<file path="config.mk">
export PLATFORM = sky130hd
export DESIGN_NAME = seq_mul_nxn
export DESIGN_NICKNAME = d
export VERILOG_FILES = /design/src/rtl/seq_mul_pkg.sv /design/src/rtl/seq_mul_shift_add_step.sv /design/src/rtl/seq_mul_nxn.sv
export SDC_FILE = /design/constraint.sdc
export NUM_CORES = 1
export LEC_CHECK = 0
export BUFFER_PORTS_ARGS = -buffer_cell sky130_fd_sc_hd__buf_2
export CAP_MARGIN = 20
export CORE_UTILIZATION = 58
export DETAILED_ROUTE_END_ITERATION = 10
export GPL_ROUTABILITY_DRIVEN = 0
export GPL_TIMING_DRIVEN = 0
export PLACE_DENSITY_LB_ADDON = 0.3
export SKIP_CTS_REPAIR_TIMING = 1
export SLEW_MARGIN = 20
export SYNTH_ARGS = -nofsm -noshare
export SYNTH_HDL_FRONTEND = slang
export SYNTH_SLANG_ARGS = --single-unit
</file>
<file path="constraint.sdc">
create_clock -name clk -period 3.3 [get_ports clk]
set_input_delay 0.66 -clock clk [delete_from_list [all_inputs] [get_ports clk]]
set_output_delay 0.66 -clock clk [all_outputs]
set_load 0.005 [all_outputs]
</file>
<file path="src/rtl/seq_mul_pkg.sv">
// Shared types and helpers for the sequential shift-add multiplier.
package seq_mul_pkg;

    typedef enum logic [1:0] {
        IDLE,
        RUN,
        DONE
    } state_e;

    // Step counter width; a WIDTH of 2 still needs one bit.
    function automatic int cntWidth(input int w);
        return (w < 2) ? 1 : $clog2(w);
    endfunction

endpackage

</file>
<file path="src/rtl/seq_mul_shift_add_step.sv">
// One shift-add iteration: conditionally add the multiplicand into the upper
// WIDTH+1 accumulator bits, then shift the whole accumulator right by one.
module shift_add_step #(
    parameter int WIDTH = 4
) (
    input  logic [2*WIDTH:0]  acc_i,
    input  logic              lsb_i,
    input  logic [WIDTH-1:0]  mcand_i,
    output logic [2*WIDTH:0]  acc_o
);

    logic [WIDTH:0]   upper;
    logic [2*WIDTH:0] sum;

    always_comb begin
        upper = acc_i[2*WIDTH:WIDTH];
        if (lsb_i) begin
            upper = upper + {1'b0, mcand_i};
        end
        sum   = {upper, acc_i[WIDTH-1:0]};
        acc_o = sum >> 1;
    end

endmodule

</file>
<file path="src/rtl/seq_mul_nxn.sv">
// Sequential WIDTHxWIDTH multiplier, one multiplier bit per clock, start/busy/done handshake.
// Define SEQ_MUL_SIGNED_EN for two's-complement operands and product.
module seq_mul_nxn
    import seq_mul_pkg::*;
#(
    parameter int WIDTH = 4
) (
    input  logic               clk,
    input  logic               rst_n,
    input  logic               start,
    input  logic [WIDTH-1:0]   a,
    input  logic [WIDTH-1:0]   b,
    output logic               busy,
    output logic               done,
    output logic [2*WIDTH-1:0] product
);

    localparam int CW = cntWidth(WIDTH);
    localparam int AW = 2 * WIDTH + 1;

    state_e             state_q;
    logic [AW-1:0]      acc_q;
    logic [AW-1:0]      acc_d;
    logic [WIDTH-1:0]   multiplicand_q;
    logic [WIDTH-1:0]   multiplier_q;
    logic [CW-1:0]      count_q;
    logic               busy_q;
    logic               done_q;
    logic [2*WIDTH-1:0] product_q;
    logic [2*WIDTH-1:0] result_d;
    logic [WIDTH-1:0]   magA_d;
    logic [WIDTH-1:0]   magB_d;

    shift_add_step #(
        .WIDTH(WIDTH)
    ) u_step (
        .acc_i   (acc_q),
        .lsb_i   (multiplier_q[0]),
        .mcand_i (multiplicand_q),
        .acc_o   (acc_d)
    );

`ifdef SEQ_MUL_SIGNED_EN
    logic sign_q;

    // The core only ever sees magnitudes; -2^(WIDTH-1) maps onto itself as an unsigned value.
    always_comb begin
        magA_d   = a[WIDTH-1] ? -a : a;
        magB_d   = b[WIDTH-1] ? -b : b;
        result_d = sign_q ? -acc_d[2*WIDTH-1:0] : acc_d[2*WIDTH-1:0];
    end
`else
    always_comb begin
        magA_d   = a;
        magB_d   = b;
        result_d = acc_d[2*WIDTH-1:0];
    end
`endif

    always_ff @(posedge clk or negedge rst_n) begin
        if (!rst_n) begin
            state_q        <= IDLE;
            acc_q          <= '0;
            multiplicand_q <= '0;
            multiplier_q   <= '0;
            count_q        <= '0;
            busy_q         <= 1'b0;
            done_q         <= 1'b0;
            product_q      <= '0;
`ifdef SEQ_MUL_SIGNED_EN
            sign_q         <= 1'b0;
`endif
        end else begin
            case (state_q)
                IDLE: begin
                    done_q <= 1'b0;
                    busy_q <= 1'b0;
                    if (start) begin
                        multiplicand_q <= magA_d;
                        multiplier_q   <= magB_d;
                        acc_q          <= '0;
                        count_q        <= '0;
                        busy_q         <= 1'b1;
                        state_q        <= RUN;
`ifdef SEQ_MUL_SIGNED_EN
                        sign_q         <= a[WIDTH-1] ^ b[WIDTH-1];
`endif
                    end
                end
                RUN: begin
                    acc_q        <= acc_d;
                    multiplier_q <= multiplier_q >> 1;
                    // Counter holds at WIDTH-1 on the final step so it never wraps.
                    if (count_q == CW'(WIDTH - 1)) begin
                        product_q <= result_d;
                        done_q    <= 1'b1;
                        state_q   <= DONE;
                    end else begin
                        count_q <= count_q + CW'(1);
                    end
                end
                DONE: begin
                    done_q  <= 1'b0;
                    busy_q  <= 1'b0;
                    state_q <= IDLE;
                end
                default: begin
                    state_q <= IDLE;
                end
            endcase
        end
    end

    assign busy    = busy_q;
    assign done    = done_q;
    assign product = product_q;

endmodule

</file>
# == After elaboration in Yosys (flattened, before gate mapping) ==
# Cells that the tools add are included.
# totals
ram_bits,0
ff_bits,31
latchBits,0
n_memories,0
romBits,0
# classes
n_div,0
muxes,15
mul,0
n_reduce_logical,11
magnitude_cmp,0
n_eq_ne,6
shift,0
addsub,2
n_bitwise,0
# ops
op,count
9-bit one-hot mux with 2 select lines,1
2-bit AND reduction,5
9-bit 2-to-1 mux,1
2-bit 2-to-1 mux,4
2-bit one-hot mux with 2 select lines,2
4-bit one-hot mux with 2 select lines,1
"2-bit != test, second input constant",3
2-bit nonzero test,3
5-bit by 4-bit adder with 5-bit output,1
5-bit 2-to-1 mux,1
"2-bit == test, second input constant",2
4-bit 2-to-1 mux,1
1-bit one-hot mux with 2 select lines,2
3-bit AND reduction,1
"2-bit by 1-bit adder with 2-bit output, second input constant",1
"2-bit by 1-bit == test with 1-bit output, second input constant",1
2-bit logical NOT,1
1-bit 2-to-1 mux,2
2-bit OR reduction,1

# == Logic depth before layout (Yosys ltp) ==
# Gate-level depths: netlist (run 1).
# logic_depth
word_depth,4
ltp_mapped,7
mapped_depth_nobuf,6

# == Modules after synthesis ==
# From an unflattened synthesis (run 1), not the netlist that was laid out.
# unflattened
hier_cells,127
hier_area_um2,1557.7
# modules_own_cells
mod,cells_per_inst,seq_area_each_um2,instances,area_each_um2
seq_mul_nxn,94,775.7,1,1308.8
shift_add_step,33,0.0,1,249.0

# == Worst setup path before layout (run 1) ==
# OpenSTA, ideal clock, no wires.
# synth_path
path_type,register -> register
start,register acc_q[4]
end,"register product_q[7], in the netlist product[7]"
path_stages_with_launch,7
t_arrival_ns,1.616
setup_ns,0.127
slack_ns,1.556
cell_sequence,dfrtp_1 > ha_1 > fa_1 > a21o_1 > a21oi_1 > nor2_1 > mux2_1
# synth_between
elab_chain_cells,2
# synth_rtl
item,line,rtl
"start, declared",seq_mul_nxn.sv:22,logic [AW-1:0] acc_q;
"start signal, assigned",seq_mul_nxn.sv:63,acc_q <= '0;
"start signal, assigned",seq_mul_nxn.sv:81,acc_q <= '0;
"start signal, assigned",seq_mul_nxn.sv:91,acc_q <= acc_d;
5-bit by 4-bit adder with 5-bit output,seq_mul_shift_add_step.sv:18,"upper = upper + {1'b0, mcand_i};"
5-bit 2-to-1 mux,seq_mul_shift_add_step.sv:17,if (lsb_i) begin
"end signal, assigned",seq_mul_nxn.sv:95,product_q <= result_d;
"end, declared",seq_mul_nxn.sv:29,logic [2*WIDTH-1:0] product_q;
# No other way between the ends.
# A chain may end at the register's enable or synchronous reset.

# == Worst setup path in the final report (run 1) ==
# Same ends and word-level chain as after synthesis.

==> impl_metrics.toml, run 1 <==
[placement]
port_buffers = 20
dp_hpwl_um = 1787
dp.cells = 154

[route]
final_antenna_net_count = 0
drt_iter0_drc = 14
drc_errors = 0
vias_per_cell = 5.605
wl_per_cell_um = 15.28
wl_um = 2475
dr.pass1.iters = 4
num_vias = 908

[setup_path]
arrival_ns = 2.08
reg2regPathDepth = 6
slowest_stage = "fa_1"
path_cells = "ha_1, fa_1, a21o_1, a21oi_1, nor2_1, mux2_1"
path_max_fanout = 3
crit_type = "reg -> reg"
reg2reg_setup_slack_ns = 1.43
crit_family = "adder cells"
max_stage_delay_ns = 0.41
cp-end-kind = "register"
timing.rr.start = "acc_q[4]"
cp.depth = 6
start_kind = "register"
required_ns = 3.51
reg2reg_to = "product[7]"
crit_buf_inv = 0

[final_layout]
final_nets = 151
multiInputGateArea_um2 = 544.3
drive_above_1_share_pct = 31.85
n_fill_cell = 154
ff_latch_area_um2 = 725.7
instances_no_fill = 162
syn_to_final_growth_pct = 14.04
antenna_cells = 0

[synthesis]
async_flop_share_pct = 100.0
ys.flop_type = "dfrtp_1"
synth_seq_cells = 29
synth_edf_count = 0
ys_types = 30
synth_nets = 124
netlist_instances = 107
synth_area_um2 = 1319
seq_area_frac_synth_pct = 55.03
yosysWarnings = 0
syn_area_per_cell_um2 = 12.32

[hold_path]
hold_class = "in -> async"

[global_route]
grt_start_max_net_pins = 30
grt_first_pass_wirelength_um = 4133
grt_use_total_pct = 23.46
grt_pass1_vias = 957
antenna_found_initial = 0
grt_overflow = 0

[clock_tree]
clock-sinks = 29
cts_tree = "done"
cts_htree_levels = 2
cts_buffer_depth = 2
clkLatencyLatePin_ns = 0.32
cts_buffers = 5
clk_pin_slew_worst_paths_ns = 0.09
clockRootBuffer = "clkbuf_4"

[die]
num_rows = 16
start_util_pct = 64.58
die_w_um = 49.69
die_y_um = 49.69
io_pins = 21
dieArea_um2 = 2469
coreArea_um2 = 2042

[power]
vdd_drop_max_uv = 557.0
leakage_uw = 0.0007912
power_density_nw_per_um2 = 915.5

[sta]
fmax_mhz = 534.6
grt_setup_unrepaired = "false"
setup_viol = 0
hold_violations = 0
skew_ns = 0.008040
tightest_slew_ns = 0.6241
min_period_ns = 1.871
tns_ns = 0
slew_violations = 0
slew_headroom_pct = 58.39
fin_crit_sh_pct = 56.69

[outcome]
outcome = "completed"

[run]
maxCapViolCount = 0
## per-stage QoR
stage | instance area (µm²) | setup WS (ns) | utilization (%) | total power, µW | hold slack, ns
6_report | 1504 | 1.429 | 73.65 | 1377 | 0.3410
5_1_grt | 1504 | 1.354 | 73.65 | 1468 | 0.3945
4_1_cts | 1504 | 1.437 | 73.65 | 1379 | 0.3554
3_5_place_dp | 1453 | 1.468 | 71.14 | 1178 | 0.4670
3_3_place_gp | 1453 | 1.476 | 71.14 | 1134 | 0.4573
2_1_floorplan | 1319 | 1.556 | - | 1005 | 0.3644
## state kept, by name (all words and copies together), names as in the netlist
signal / cells
multiplier_q: 4
multiplicand_q: 4
busy: 1
acc_q: 7
product: 8
state_q: 2
done: 1
count_q: 2
## where the power goes
part,internal (µW),switching (µW)
combinational,288,284
clock,81.0,122
sequential,498,104
## worst register-to-register path, delay by kind of cell (launching register included)
family / cells / cell delay, ns
simple gates: 1 / 0.06
compound gates: 2 / 0.34
mux: 1 / 0.30
fa+ha+maj: 2 / 0.66
flops: 1 / 0.40
## cell usage in the layout, fill, tap and decap left out, drive strengths merged, types with 2 or more instances in the layout
master / instances
dfrtp: 29
buf: 24
o21ai: 11
nand2: 10
mux2: 9
a21oi: 7
clkbuf: 6
a22o: 5
ha: 5
nor2: 4
inv: 3
nor2b: 3
a2bb2oi: 2
a22oi: 2
mux2i: 2
a21o: 2
clkinv: 2
## worst max path at each step
stage                   from    endpoint  slack [ns]
floorplan           acc_q[4]  product[7]        1.56
global placement    acc_q[4]  product[7]        1.48
detailed placement  acc_q[4]  product[7]        1.47
CTS                 acc_q[4]  product[7]        1.44
global route        acc_q[4]  product[7]        1.35
finish              acc_q[4]  product[7]        1.43
## final cells by class
cell class	instances	area share, %
clock buffer	6	2.745
buffer	4	2.496
multi-input combinational	71	36.19
sequential	29	48.25
clock inverter	2	0.6656
timing repair buffer	20	6.656
inverter	3	0.7488
tap	27	2.246
## layer usage
layer	wire, µm	GRT usage, %	vias up
met4	46	12.86	0
met1	1112	27.73	448
met5	0	0	-
met2	1240	38.51	20
met3	75	6.481	8
li1	-	-	432
## kinds of logic after synthesis
family	after synthesis	share of synthesized area, %
simple gates	22	9.298
flops	29	55.03
compound gates	31	15.27
xor+xnor	1	0.6643
fa+ha+maj	6	6.262
buf+inv	7	3.700
mux	11	9.772
## synthesized netlist by cell type, drive strengths merged (2+ instances only)
| master | instances | area share (%) |
|---|---|---|
| buf | 4 | 2.8 |
| a21oi | 7 | 2.7 |
| nor2 | 4 | 1.1 |
| o21ai | 11 | 4.2 |
| a22o | 5 | 3.3 |
| inv | 3 | 0.85 |
| nor2b | 3 | 2.2 |
| ha | 5 | 4.7 |
| mux2i | 2 | 1.5 |
| dfrtp | 29 | 55 |
| a22oi | 2 | 1.1 |
| nand2 | 10 | 3.4 |
| mux2 | 9 | 8.3 |
| a2bb2oi | 2 | 1.3 |
| a21o | 2 | 1.1 |
No activity file was read; power rests on OpenSTA's default activity.
==> run 2: changes to the inputs <==
- ABC_AREA: unset -> 1
- CORE_UTILIZATION: 58 -> 49
- clock period: 3.3 -> 1.7 ns (I/O delays scaled with it)
==> impl_metrics.toml, run 2 <==
[setup_path]
arrival_ns = 1.77
required_ns = 1.91
crit_start = "acc_q[4]"
timing.rr.start = "acc_q[4]"
reg2reg_to = "acc_q[7]"
reg2reg_setup_slack_ns = 0.14
worstSetupEndpoint = "acc_q[7]"
reg2regPathDepth = 6
path_max_fanout = 2
crit_type = "reg -> reg"
cp-end-kind = "register"
start_kind = "register"

[die]
io_pins = 21
start_util_pct = 53.05
num_rows = 18
coreArea_um2 = 2545
die_y_um = 54.49
die_w_um = 54.49
dieArea_um2 = 2969

[route]
wl_per_cell_um = 12.62
final_antenna_net_count = 0
dr.pass1.iters = 4
num_vias = 1003
drc_errors = 0
wl_um = 2373
drt_iter0_drc = 15
vias_per_cell = 5.335

[synthesis]
syn_area_per_cell_um2 = 10.38
synth_top_family_by_area = "simple AND/OR/NAND/NOR gates"
yosysTopAreaCellShare_pct = 53.75
synth_nets = 147
synth_edf_count = 0
synth_xor_area_share_pct = 0.6487
ys_types = 23
async_flop_share_pct = 100.0
synth-simple-area-share_pct = 15.85
synth_seq_cells = 29
synth.area.mux_share_pct = 3.336
synth_top_area_cell = "dfrtp_1"
ys.flop_type = "dfrtp_1"
synth_area_um2 = 1350
synth-compound-area-share_pct = 13.07
seq_area_frac_synth_pct = 53.75
yosys.cell_count.top_type = "dfrtp_1"
yosysWarnings = 0
netlist_instances = 130
ys_top_cells_by_area = "dfrtp_1, nand2_1, ha_1, inv_1, o21ai_2"
synthAdderAreaFrac_pct = 6.117
synth_common_cells = "dfrtp_1, nand2_1, inv_1"

[final_layout]
largest_reg_flops = 8
ff_latch_area_um2 = 725.7
instances_no_fill = 188
antenna_cells = 0
syn_to_final_growth_pct = 14.55
final_cell_mix = "dfrtp_1, nand2_1, buf_2"
multiInputGateArea_um2 = 534.3
final_common_cell = "dfrtp_1"
drive_above_1_share_pct = 32.28
n_fill_cell = 218
final_nets = 174

[sta]
setup_viol = 0
hold_violations = 0
fmax_mhz = 641.1
tightest_slew_ns = 0.6208
tns_ns = 0
fin_crit_sh_pct = 91.76
slew_headroom_pct = 58.61
slew_violations = 0
min_period_ns = 1.560
skew_ns = 0.01014
fin_ws_ns = 0.1401
grt_setup_unrepaired = "false"

[run]
maxCapViolCount = 0

[placement]
port_buffers = 20
dp.cells = 180
dp_hpwl_um = 1808
dp_slack_ns = 0.03648

[global_route]
grt_overflow = 0
antenna_found_initial = 0
grt_use_total_pct = 20.41
grt_pass1_vias = 982
grt_first_pass_wirelength_um = 4105
grt_start_max_net_pins = 30

[clock_tree]
clkLatencyLatePin_ns = 0.32
cts_buffer_depth = 2
clockRootBuffer = "clkbuf_4"
clk_pin_slew_worst_paths_ns = 0.10
cts_buffers = 5
cts_tree = "done"
clock-sinks = 29
cts_htree_levels = 2

[power]
leakage_uw = 0.0007934
vdd_drop_max_uv = 1064
power_density_nw_per_um2 = 1988

[hold_path]
hold_class = "in -> async"

[outcome]
outcome = "completed"
[run 2: final cells by class]
cell class	count	area share, %
Tap cell	30	2.427
Buffer	3	1.699
Sequential cell	29	46.93
Multi-Input combinational cell	81	34.55
Clock buffer	6	2.670
Clock inverter	2	0.6473
Timing Repair Buffer	20	6.473
Inverter	17	4.612
[run 2: stage by stage]
| step | util (%) | total power [µW] | area [µm²] | hold WS, ns |
|---|---|---|---|---|
| floorplan | - | 2276 | 1350 | 0.04441 |
| global placement | 58.46 | 2580 | 1488 | 0.3934 |
| detailed placement | 58.46 | 2671 | 1488 | 0.3901 |
| CTS | 60.47 | 3066 | 1539 | 0.03848 |
| global route | 60.77 | 3391 | 1546 | 0.06227 |
| finish | 60.77 | 3075 | 1546 | 0.01969 |
[run 2: how the worst min path moves through the flow]
stage	start	to	slack (ns)	cells after the start
after global placement	rst_n	product[4]	0.39	1
after floorplan	rst_n	acc_q[1]	0.04	0
after CTS	rst_n	product[5]	0.04	1
final	rst_n	product[4]	0.02	1
after detailed placement	rst_n	product[5]	0.39	1
after global routing	rst_n	product[4]	0.06	1
[run 2: routing by layer]
metal  track usage, %  up-vias  share of wire [%]
met2            33.74       20                 49
li1                 -      493                  -
met3            6.111        5                3.7
met4            10.26        0                1.3
met5                0        -                  0
met1            23.89      485                 46
[run 2: critical path: stages, from the launching register on]
cell	delay (ns)
dfrtp_1	0.40
ha_1	0.23
fa_1	0.40
nand2_1	0.10
a21oi_1	0.07
o21ai_2	0.15
o21ai_0	0.09
[run 2: kinds of logic after synthesis]
group | after synthesis
flops | 29
mux | 4
compound gates | 28
simple gates | 42
fa+ha+maj | 6
xor+xnor | 1
buf+inv | 20
[run 2: report_power, final]
group	switching (µW)	total, µW	internal (µW)
Clock	237	394	157
Combinational	872	1500	627
Sequential	179	1180	1000
==> run 3: changes to the inputs <==
- GPL_TIMING_DRIVEN: 0 -> unset
==> impl_metrics.toml, run 3 (synthesized netlist as in run 2, its figures left out) <==
[outcome]
outcome = "completed"

[sta]
min_period_ns = 1.591
tns_ns = 0
holdWs_ns = 0.01631
slew_headroom_pct = 58.41
tightest_slew_ns = 0.6238
setup_viol = 0
hold_violations = 0
fmax_mhz = 628.5
slew_violations = 0
fin_crit_sh_pct = 93.59
grt_setup_unrepaired = "false"
skew_ns = 0.006304

[setup_path]
cp-end-kind = "register"
required_ns = 1.91
crit_type = "reg -> reg"
path_max_fanout = 2
arrival_ns = 1.80
start_kind = "register"

[route]
num_vias = 969
vias_per_cell = 5.266
wl_um = 2321
dr.pass1.iters = 4
drt_iter0_drc = 28
drc_errors = 0
final_antenna_net_count = 0
wl_per_cell_um = 12.61

[power]
pwr-share-comb_pct = 45.4
p_sw_uw = 1236
power_density_nw_per_um2 = 1983
pwr-share-seq_pct = 40.5
leakage_uw = 0.0007778
pwr-share-clk_pct = 14.1
swShare_pct = 41.11
p_int_uw = 1771
vdd_drop_max_uv = 1031

[run]
maxCapViolCount = 0

[global_route]
use_met1_pct = 24.34
grt_use_total_pct = 19.58
met2_usage_pct = 29.88
grt_overflow = 0
grt_busiest_layer = "met2"
antenna_found_initial = 0
grt_start_max_net_pins = 30
grt_first_pass_wirelength_um = 3898
grt_pass1_vias = 878
grt_util_met3_pct = 5.833

[clock_tree]
clkLatencyLatePin_ns = 0.33
clock-sinks = 29
cts_htree_levels = 2
cts_tree = "done"
clockRootBuffer = "clkbuf_4"
clk_pin_slew_worst_paths_ns = 0.09
cts_buffers = 5
cts_buffer_depth = 2

[placement]
port_buffers = 20
dp_hpwl_um = 1720

[die]
coreArea_um2 = 2545
start_util_pct = 53.05
die_y_um = 54.49
die_w_um = 54.49
io_pins = 21
dieArea_um2 = 2969
num_rows = 18

[hold_path]
hold_class = "in -> async"

[final_layout]
final_nets = 171
final_cell_mix = "dfrtp_1, nand2_1, buf_2"
antenna_cells = 0
drive_above_1_share_pct = 29.87
largest_reg_flops = 8
final_common_cell = "dfrtp_1"
syn_to_final_growth_pct = 12.33
-- run 3: per-layer routing --
layer	share of wire, %	up-vias
li1	-	478
met1	47	457
met2	47	25
met3	4.0	9
met4	2.3	0
met5	0	-
-- run 3: layout make-up --
type / count / area [µm²]
fill: 225 / 1028
timing repair buffer: 20 / 100.1
clock buffer: 7 / 55.05
inverter: 17 / 71.32
tap: 30 / 37.54
multi-input combinational: 81 / 526.8
sequential: 29 / 725.7
-- run 3: through the flow --
step | cell area, µm² | std cells | total power, µW | setup WS [ns] | utilization [%]
2_1_floorplan | 1350 | 130 | 2276 | 0.2317 | -
3_3_place_gp | 1461 | 177 | 2533 | 0.1868 | 57.42
3_5_place_dp | 1461 | 177 | 2611 | 0.1092 | 57.42
4_1_cts | 1516 | 184 | 3039 | 0.1190 | 59.59
5_1_grt | 1516 | 184 | 3300 | 0.002810 | 59.59
6_report | 1516 | 184 | 3006 | 0.1090 | 59.59
-- run 3: power groups by stage --
stage	Combinational [µW]	Clock (µW)	Sequential, µW
2_1_floorplan	1100	0	1170
3_3_place_gp	1330	0	1200
3_5_place_dp	1380	0	1230
4_1_cts	1390	434	1220
5_1_grt	1580	461	1260
6_report	1360	425	1220
-- run 3: final timing paths --
kind	from	to	slack, ns	cells after the start
worst max-delay path	acc_q[4]	acc_q[5]	0.11	6
worst min-delay path	rst_n	product[5]	0.02	1
worst max register to register	acc_q[4]	acc_q[5]	0.11	6
worst min register to register	product[0]	product[0]	0.48	2
max in group asynchronous	rst_n	product[1]	1.27	1
min in group clk	a[2]	multiplicand_q[2]	0.24	2
-- run 3: critical path: stages, from the launching register on --
cell and delay [ns]:
dfrtp_1 0.40, ha_1 0.24, fa_1 0.41, xnor2_1 0.15
nand2_1 0.06, o21ai_0 0.11, o22ai_1 0.11
